File: src/rtl/ptw_mem_arbiter.sv
// ptw_mem_arbiter: shares one memory port between the page-table walker and the LSU.
// The walker wins ties, and a hung memory is cut off after TIMEOUT cycles with a zero, errored response.
module ptw_mem_arbiter #(
    parameter int TIMEOUT = 255
) (
    input  logic        clk,
    input  logic        rst,
    input  logic        flush_all,
    input  logic        lfm_enable,
    input  logic [31:0] lfm_addr,
    output logic        lfm_resolved,
    output logic [31:0] lfm_word,
    input  logic        lsu_req,
    input  logic        lsu_we,
    input  logic [31:0] lsu_addr,
    input  logic [31:0] lsu_wdata,
    input  logic [3:0]  lsu_wstrb,
    output logic        lsu_ack,
    output logic [31:0] lsu_rdata,
    output logic        mem_req,
    output logic        mem_we,
    output logic [31:0] mem_addr,
    output logic [31:0] mem_wdata,
    output logic [3:0]  mem_wstrb,
    input  logic        mem_ready,
    input  logic [31:0] mem_rdata,
    output logic        bus_err,
    output logic        busy
);
    typedef enum logic [1:0] {IDLE, MEM, RESP, DRAIN} state_t;
    state_t      state, next;
    logic        owner_mmu, we, err;
    logic [31:0] addr, wdata, data;
    logic [3:0]  wstrb;
    logic [7:0]  cnt;
    logic        tmo, done, accept, resp;
    assign tmo    = !mem_ready && cnt == 8'(TIMEOUT - 1);
    assign done   = mem_ready || tmo;
    assign accept = state == IDLE && !flush_all && (lfm_enable || lsu_req);
    assign resp   = state == RESP && !flush_all;
    assign mem_req      = state == MEM || state == DRAIN;
    assign mem_we       = mem_req && we;
    assign mem_wstrb    = mem_req ? wstrb : 4'b0000;
    assign mem_addr     = addr;
    assign mem_wdata    = wdata;
    assign lfm_resolved = resp && owner_mmu;
    assign lsu_ack      = resp && !owner_mmu;
    assign bus_err      = resp && err;
    assign lfm_word     = data;
    assign lsu_rdata    = data;
    assign busy         = state != IDLE;
    always_ff @(posedge clk)
        state <= rst ? IDLE : next;
    // A flush that lands on the completing cycle has nothing left to drain.
    always_comb begin
        next = state;
        case (state)
            IDLE:    next = accept ? MEM : IDLE;
            MEM:     next = done ? (flush_all ? IDLE : RESP) : (flush_all ? DRAIN : MEM);
            RESP:    next = IDLE;
            DRAIN:   next = done ? IDLE : DRAIN;
            default: next = IDLE;
        endcase
    end
    always_ff @(posedge clk) begin
        if (rst) begin
            owner_mmu <= 1'b0;
            we        <= 1'b0;
            err       <= 1'b0;
            addr      <= '0;
            wdata     <= '0;
            wstrb     <= '0;
            data      <= '0;
            cnt       <= '0;
        end else begin
            if (accept) begin
                owner_mmu <= lfm_enable;
                we        <= !lfm_enable && lsu_we;
                addr      <= lfm_enable ? lfm_addr : lsu_addr;
                wdata     <= lfm_enable ? 32'h0 : lsu_wdata;
                wstrb     <= lfm_enable ? 4'b0000 : lsu_wstrb;
                err       <= 1'b0;
            end
            if (mem_req)
                cnt <= done ? 8'd0 : cnt + 8'd1;
            if (state == MEM && done) begin
                data <= (tmo || we) ? 32'h0 : mem_rdata;
                err  <= tmo;
            end
        end
    end
endmodule

File: config.mk
export PLATFORM = sky130hd
export DESIGN_NAME = ptw_mem_arbiter
export DESIGN_NICKNAME = d
export VERILOG_FILES = /design/src/rtl/ptw_mem_arbiter.sv
export SDC_FILE = /design/constraint.sdc
export NUM_CORES = 1
export LEC_CHECK = 0
export BUFFER_PORTS_ARGS = -buffer_cell sky130_fd_sc_hd__buf_4
export CORE_MARGIN = 4
export CORE_UTILIZATION = 37
export DETAILED_ROUTE_END_ITERATION = 12
export PLACE_DENSITY = 0.68
export SKIP_CTS_REPAIR_TIMING = 1
export SYNTH_ARGS = -nofsm -noshare
export SYNTH_HDL_FRONTEND = slang
export SYNTH_SLANG_ARGS = --single-unit
export TNS_END_PERCENT = 30
File: constraint.sdc
create_clock -name clk -period 1.75 [get_ports clk]
set_input_delay 0.175 -clock clk [delete_from_list [all_inputs] [get_ports clk]]
set_output_delay 0.175 -clock clk [all_outputs]
set_load 0.05 [all_outputs]
# Word-level counts from Yosys, hierarchy flattened

Cells that the tools add are included.
Widths: inputs -> output; s select.

Flip-flop bits (word level): 113
Bits of input ports: 139
Output and inout bits: 138
Logic and storage cells: 49

Add/subtract/negate cells: 1
Eq/ne operators: 4
Muxes and demuxes: 14
Reductions and logical operators: 21

Operator list:

| kind                | number |
|---|---|
| $mux 32             | 3 |
| $logic_and 1x1->1   | 10 |
| $add 8x1->8 const B | 1 |
| $eq 8x8->1 const B  | 1 |
| $mux 2              | 4 |
| $mux 4              | 2 |
| $mux 8              | 1 |
| $pmux 2 s4          | 1 |
| $eq 2x2->1 const B  | 2 |
| $logic_not 1->1     | 4 |
| $logic_or 1x1->1    | 4 |
| $reduce_bool 2->1   | 2 |
| $mux 1              | 3 |
| $eq 2x1->1 const B  | 1 |
| $logic_not 2->1     | 1 |

# Longest topological paths before layout

Gate-level depths: netlist (run 1).

Word-level depth: 5
Mapped depth: 6
Mapped depth without buffers: 5

# Least setup slack after synthesis (run 1)

OpenSTA, ideal clock, no wires.

Kind: reg2out
From: register state[0]
To: output lsu_ack
Arrival: 1.442 ns
Required time: 1.575 ns
Setup slack: 0.133 ns
Cell stages (with the launch flop): 6
Buffers on the path: 2
Cells stage by stage: dfxtp_1 buf_2 buf_2 nor2_1 nand2_1 nor2_1

Longest elaborated chain between the ends: 3

RTL lines:

| element                  | RTL line | text |
|---|---|---|
| start: declaration       | 31       | `state_t state, next;` |
| start signal: assignment | 53       | `state <= rst ? IDLE : next;` |
| $eq 2x2->1               | 40       | `assign resp = state == RESP && !flush_all;` |
| $logic_and 1x1->1        | 40       |  |
| $logic_and 1x1->1        | 47       | `assign lsu_ack = resp && !owner_mmu;` |
| end: declaration         | 18       | `output logic lsu_ack,` |

No other way between the ends.

# Worst setup path in the final report (run 1)

From: register state[0]
To: output busy

Longest elaborated chain between the ends: 1

RTL lines:

| element           | RTL line | text |
|---|---|---|
| $reduce_bool 2->1 | 51       | `assign busy = state != IDLE;` |
| end: declaration  | 28       | `output logic busy` |

No other way between the ends.

==> impl_results.rst, run 1 <==
.. list-table::
   :header-rows: 1

   * - Metric
     - Value
   * - Part of the Yosys area used for sequential elements
     - 43.17%
   * - Weighted congestion at the end of routability-driven global placement
     - ~0.84
   * - Final critical delay including setup and external delays
     - between 1.5 and 2 ns
   * - Synth-to-Final Area Change
     - 47.80%
   * - Crit path capture type
     - output port
   * - Placeable core region
     - around 0.014 mm2
   * - Fillcell total
     - ~1200
   * - Final setup violation count
     - 0
   * - Fraction of layout cells with a size suffix above 1
     - 40.85%
   * - Total wirelength of the detailed-routed design
     - approximately 16000 um
   * - GRT overflow
     - 0
   * - Root buffer selected by CTS
     - sky130_fd_sc_hd__clkbuf_16
   * - Initial Utilization
     - around 38%
   * - Hold-critical path depth
     - 3
   * - Cell types with the largest area share after synthesis
     - sky130_fd_sc_hd__dfxtp_1, sky130_fd_sc_hd__a21oi_1, sky130_fd_sc_hd__nand4b_1
   * - Fin nets
     - 933
   * - Number of warnings issued by yosys
     - 0
   * - IO Count
     - approximately 280
   * - P_leak
     - about 0.0033 uW
   * - IO Port Bufs
     - ~280
   * - Final core utilization
     - between 50% and 60%
   * - Portion of synthesized cell area occupied by the leading cell type
     - 43.17%
   * - Maximum fanout along the worst path
     - 6
   * - Hold/Removal Path Class
     - in2reg
   * - Vias per inst
     - 5.369
   * - Total Negative Setup Slacks
     - 0 ns
   * - Worst-Skew Late Latency
     - about 0.4 ns
   * - Max Fclk
     - around 620 MHz
   * - Number of distinct library cells after synthesis
     - 40
   * - Power per cell area
     - around 990 mW/mm2
   * - Most frequent cell after synthesis
     - sky130_fd_sc_hd__dfxtp_1
   * - Status
     - finished, final reports clean
   * - Total number of vias
     - 5278
   * - Die W
     - approximately 130 um
   * - First-pass GRT wire length
     - roughly 26000 um
   * - CTS HTree Levels
     - 4
   * - Die Y-Extent
     - 127.0 um
   * - Count of antenna-violating nets left after detailed routing
     - 0
   * - Max transition margin
     - between 50 and 60%
   * - Top post-synthesis cells by count
     - sky130_fd_sc_hd__dfxtp_1, sky130_fd_sc_hd__a21oi_1, sky130_fd_sc_hd__nand4b_1, sky130_fd_sc_hd__nand2_1, sky130_fd_sc_hd__a211oi_1
   * - Clk sinks
     - 113
   * - EDFF count, synth
     - 0
   * - Setup repair after global routing missed its margin
     - no
   * - Maximum vdd drop
     - 590.7 uV
   * - Kind of critical path
     - reg2out
   * - Final hold viol count
     - 0
   * - Async S/R FF share, synth
     - 0%
   * - Max-cap violations
     - 0
   * - Startpoint type of the worst setup path
     - register
   * - Number of antenna violations at the first check in global routing
     - 0
   * - Cell taking the most area after synthesis
     - sky130_fd_sc_hd__dfxtp_1
   * - Final clock period utilization by the worst path
     - roughly 90%
   * - Largest net degree at the start of global routing
     - 72
   * - Clock transition at path regs
     - approximately 0.050 ns
   * - 1st-pass router iterations
     - 5
   * - DRC marker count from the first detailed-route iteration
     - between 200 and 300
   * - Number of inserted diodes
     - 0
   * - Max-slew violation count
     - 0
   * - Clock buffer count from CTS
     - 17
   * - Net count after synthesis
     - just over 700
   * - Actual slew at the worst max-slew pin
     - about 0.65 ns
   * - Required @ worst endpoint
     - approximately 1.6 ns
   * - Synthesized cell area
     - 0.005240 mm2
   * - FF+latch count, synth
     - about 110
   * - Most used flip-flop cell after synthesis
     - sky130_fd_sc_hd__dfxtp_1
   * - Worst endpoint data arrival time
     - roughly 1.4 ns
   * - Vias in the first global route
     - roughly 5200
   * - Cell depth of the worst flop-to-flop path
     - 5
   * - Design Power
     - approximately 7700 uW
   * - Worst setup skew after layout
     - between 0.004 and 0.005 ns
   * - Total die area
     - approximately 0.016 mm2
   * - GRT Total Usage
     - 19.46%
   * - Average cell area after synthesis
     - 9.035 um2
   * - Routed length per instance
     - 16.58 um
   * - Cell Rows
     - between 40 and 50
   * - Estimated wirelength of the detail-placed design
     - about 11000 um
   * - DRC violations left
     - 0
   * - Clock tree from TritonCTS
     - done
   * - Mapped Cells
     - 580
   * - Clock tree buffer depth
     - 2
-- per-layer routing --
| layer | GRT usage, % | part of all wire [%] | wire [um] | vias up |
|---|---|---|---|---|
| li1 | - | - | - | 2554 |
| met1 | 22.82 | 40 | 6592 | 2440 |
| met2 | 31.44 | 46 | 7554 | 248 |
| met3 | 8.069 | 10 | 1709 | 36 |
| met4 | 8.202 | 2.7 | 439 | 0 |
| met5 | 0 | 0 | 0 | - |
-- path summary, 6_finish.rpt --
check | end | slack (ns) | start
max | busy | 0.14 | state[0]$_SDFF_PP0_
min | lfm_word[7]$_SDFFE_PP0P_ | 0.05 | mem_rdata[7]
max reg2reg | mem_addr[19]$_SDFFE_PP0P_ | 0.21 | state[1]$_SDFF_PP0_
min reg2reg | wstrb[1]$_SDFFE_PP0P_ | 0.48 | wstrb[1]$_SDFFE_PP0P_
-- metrics by stage --
stage	hold slack, ns	instance area [um2]	instances	setup WS (ns)
final	0.04885	7745	983	0.1443
after global routing	0.04008	7745	983	0.07482
after CTS	0.03007	7745	983	0.1158
after detailed placement	0.4666	7192	953	0.2050
after global placement	0.4571	7192	953	0.2763
after floorplan	0.3349	5240	580	0.1325
-- sequential cells by signal, summed over array words and instances (netlist names) --
signal     cells
we             1
mem_wdata     32
wstrb          4
err            1
state          2
lfm_word      32
owner_mmu      1
mem_addr      32
cnt            8
-- layout by cell type, fill, tap and decap left out, drive strengths merged, types with 4 or more instances in the layout --
master and instances:
buf 292, dfxtp 113, a21oi 103, o21ai 41, nand4b 37, nand2 36
a211oi 35, a311oi 32, mux2i 32, clkbuf 23, nor2 6, and2 5
nand3 5, clkinv 5, nand4 4, or3 4
-- layout make-up --
class,instances,area [um2],area share (%)
clock buffers,23,467.9,6.042
clock inverters,7,85.08,1.099
inverters,3,11.26,0.1454
multi-input cells,365,2401,31.00
flip-flops and latches,113,2262,29.21
well taps,180,225.2,2.908
repair buffers,292,2292,29.60
-- cells by family (layout without fill, tap and decap cells) --
| logic type | after synthesis | in the layout | synth area share [%] |
|---|---|---|---|
| XOR/XNOR | 3 | 3 | 0.5015 |
| multiplexers | 33 | 33 | 6.328 |
| AND/OR/NAND/NOR | 107 | 107 | 12.85 |
| AO/OA/AOI/OAI | 220 | 220 | 25.50 |
| adder cells (fa/ha/maj) | 2 | 2 | 0.4775 |
| flip-flops | 113 | 113 | 43.17 |
| buffers and inverters | 102 | 325 | 11.17 |
-- worst max-delay path: stages, from the launching register on --
cell and delay (ns):
sky130_fd_sc_hd__dfxtp_1 0.37, sky130_fd_sc_hd__buf_4 0.18, sky130_fd_sc_hd__or2_2 0.28, sky130_fd_sc_hd__buf_4 0.20
-- where the power goes --
part / internal, uW / switching, uW / leakage (uW)
Combinational: 612 / 1030 / 0.00207
Clock: 2130 / 1110 / 0.000276
Sequential: 2710 / 82.1 / 0.000921
Total: 5450 / 2230 / 0.00326
No activity file was read; power rests on OpenSTA's default activity.
==> inputs of run 2 (changes only) <==
--- a/config.mk
+++ b/config.mk
@@ -5,11 +5,13 @@
 export SDC_FILE = /design/constraint.sdc
 export NUM_CORES = 1
 export LEC_CHECK = 0
+export ABC_AREA = 0
 export BUFFER_PORTS_ARGS = -buffer_cell sky130_fd_sc_hd__buf_4
 export CORE_MARGIN = 4
 export CORE_UTILIZATION = 37
 export DETAILED_ROUTE_END_ITERATION = 12
 export PLACE_DENSITY = 0.68
+export SETUP_SLACK_MARGIN = 0.4
 export SKIP_CTS_REPAIR_TIMING = 1
 export SYNTH_ARGS = -nofsm -noshare
 export SYNTH_HDL_FRONTEND = slang
==> impl_results.rst, run 2 (synthesis results as in run 1) <==
.. list-table::
   :header-rows: 1

   * - Metric
     - Value
   * - Status
     - finished, final reports clean
   * - DRC violations left
     - 0 (unchanged)
   * - GRT overflow
     - 0 (unchanged)
   * - Final setup violation count
     - 0 (unchanged)
   * - Cell Rows
     - 43 (unchanged)
   * - Required @ worst endpoint
     - 2.05 ns (+0.48 ns)
   * - Estimated wirelength of the detail-placed design
     - 11520 um (+1.0%)
   * - Met3 routed wirelength
     - 1454 um (-15%)
   * - Clock tree buffer depth
     - 2 (unchanged)
   * - Max-cap violations
     - 0 (unchanged)
   * - Routed length per instance
     - 18.37 um (+11%)
   * - Total die area
     - 0.01613 mm2 (unchanged)
   * - Max transition margin
     - 56.08% (-0.80 points)
   * - Power per cell area
     - 931.4 mW/mm2 (-6.1%)
   * - Kind of cell with the highest combined delay on the critical path
     - simple AND/OR/NAND/NOR gates
   * - Count of antenna-violating nets left after detailed routing
     - 0 (unchanged)
   * - Leading cell type in the layout, fill and taps excluded
     - sky130_fd_sc_hd__buf_4
   * - Routed length on met2
     - 9305 um (+23%)
   * - Maximum fanout along the worst path
     - 8 (+2)
   * - Die Y-Extent
     - 127.0 um (unchanged)
   * - Root buffer selected by CTS
     - sky130_fd_sc_hd__clkbuf_16
   * - Die W
     - 127.0 um (unchanged)
   * - Clock transition at path regs
     - 0.05 ns (about the same)
   * - Worst endpoint data arrival time
     - 1.94 ns (+0.51 ns)
   * - Total Negative Setup Slacks
     - 0 ns (unchanged)
   * - Sequential Area
     - 0.002275 mm2 (+0.55%)
   * - Hold/Removal Path Class
     - in2reg
   * - 1st-pass router iterations
     - 4 (-1)
   * - Startpoint type of the worst setup path
     - register
   * - Clock tree from TritonCTS
     - done
   * - DRC marker count from the first detailed-route iteration
     - 255 (+1.6%)
   * - Cell with the biggest individual delay on the critical path
     - sky130_fd_sc_hd__and4bb_4
   * - Pre-CTS setup slack
     - 0.2043 ns (-0.0007390 ns)
   * - GRT Total Usage
     - 19.83% (+0.37 points)
   * - Clock buffer count from CTS
     - 17 (unchanged)
   * - Vias per inst
     - 5.473 (+1.9%)
   * - Weighted congestion at the end of routability-driven global placement
     - 0.8021 (-4.7%)
   * - Max-slew violation count
     - 0 (unchanged)
   * - Fillcell total
     - 1172 (-4.8%)
   * - Synth-to-Final Area Change
     - 58.60%
   * - P_leak
     - 0.003450 uW (+5.7%)
   * - Actual slew at the worst max-slew pin
     - 0.6588 ns (+0.01203 ns)
   * - Vias in the first global route
     - 5125 (-1.5%)
   * - Kind of critical path
     - reg2reg
   * - Worst path cell trace
     - buf_6 -> and4bb_4 -> buf_6 -> nand2_1 -> a311oi_1
   * - Register-to-register setup slack
     - 0.11 ns (-0.10 ns)
   * - Total number of vias
     - 5489 (+4.0%)
   * - Total wirelength of the detailed-routed design
     - 18420 um (+13%)
   * - Largest net degree at the start of global routing
     - 72 (unchanged)
   * - Worst setup skew after layout
     - 0.006949 ns (+0.002233 ns)
   * - Fin nets
     - 952 (+2.0%)
   * - Initial Utilization
     - 37.75% (unchanged)
   * - Bufs and invs on worst path
     - 2 (unchanged)
   * - Fraction of layout cells with a size suffix above 1
     - 48.85% (+8.0 points)
   * - Area used by multi-input combinational logic
     - 0.002656 mm2 (+11%)
   * - Setup repair after global routing missed its margin
     - yes
   * - Most prevalent standard cell on the critical path
     - sky130_fd_sc_hd__buf_6
   * - Final clock period utilization by the worst path
     - 93.52% (+1.8 points)
   * - Final hold viol count
     - 0 (unchanged)
   * - First-pass GRT wire length
     - 26160 um (+2.6%)
   * - M1 WL
     - 7345 um (+11%)
   * - CTS HTree Levels
     - 4 (unchanged)
   * - Design Power
     - 7740 uW (+0.80%)
   * - Worst-Skew Late Latency
     - 0.40 ns (about the same)
   * - Maximum vdd drop
     - 546.5 uV (-7.5%)
   * - Max Fclk
     - 611.0 MHz (-1.9%)
   * - IO Count
     - 277 (unchanged)
   * - IO Port Bufs
     - 276 (unchanged)
   * - Worst hold margin
     - 0.05307 ns (+0.004220 ns)
   * - Clk sinks
     - 113 (unchanged)
   * - Delay of the slowest cell on the worst path
     - 0.48 ns (+0.11 ns)
   * - Final critical delay including setup and external delays
     - 1.637 ns (+0.03093 ns)
   * - Highest-count cells in the layout ignoring fill and taps
     - sky130_fd_sc_hd__buf_4, sky130_fd_sc_hd__dfxtp_1, sky130_fd_sc_hd__a21oi_1
   * - Crit path capture type
     - register
   * - Number of inserted diodes
     - 0 (unchanged)
   * - Final WS setup
     - 0.1133 ns (-0.03092 ns)
   * - Number of antenna violations at the first check in global routing
     - 0 (unchanged)
   * - Placeable core region
     - 0.01388 mm2 (unchanged)
   * - Top sig layer
     - met4
run 2: worst paths after layout:
path,startpoint,cells after the start,end
setup reg to reg,state[1]$_SDFF_PP0_,5,lfm_word[11]$_SDFFE_PP0P_
setup / recovery,state[1]$_SDFF_PP0_,5,lfm_word[11]$_SDFFE_PP0P_
hold / removal,mem_rdata[26],3,lfm_word[26]$_SDFFE_PP0P_
hold reg to reg,wstrb[1]$_SDFFE_PP0P_,2,wstrb[1]$_SDFFE_PP0P_
run 2: stage by stage:
stage / instances / area (um2) / utilization, %
3_3_place_gp: 953 / 7218 / 52.00
2_1_floorplan: 580 / 5290 / -
5_1_grt: 1003 / 8310 / 59.87
4_1_cts: 984 / 7756 / 55.88
3_5_place_dp: 953 / 7218 / 52.00
6_report: 1003 / 8310 / 59.87
run 2: power by group:
part	leakage, uW	internal (uW)	switching [uW]
Sequential	0.000924	2700	84.4
Clock	0.000261	1960	1190
Combinational	0.00226	696	1110
Total	0.00345	5360	2380
run 2: cell type report:
type,count,share of cell area [%]
clock buffer,20,5.375
clock inverter,11,1.099
inverter,3,0.1355
multi-input combinational,365,31.96
sequential,113,27.37
tap,180,2.710
timing repair buffer,311,31.35
run 2: tightest hold or removal path: stages:
cell	delay (ns)
sky130_fd_sc_hd__buf_4	0.11
sky130_fd_sc_hd__nand2_1	0.05
sky130_fd_sc_hd__a311oi_1	0.08
run 2: metal layers:
metal	GRT usage, %	vias up
met2	32.50	243
li1	-	2603
met1	24.24	2619
met4	7.950	0
met3	6.271	24
met5	0	-
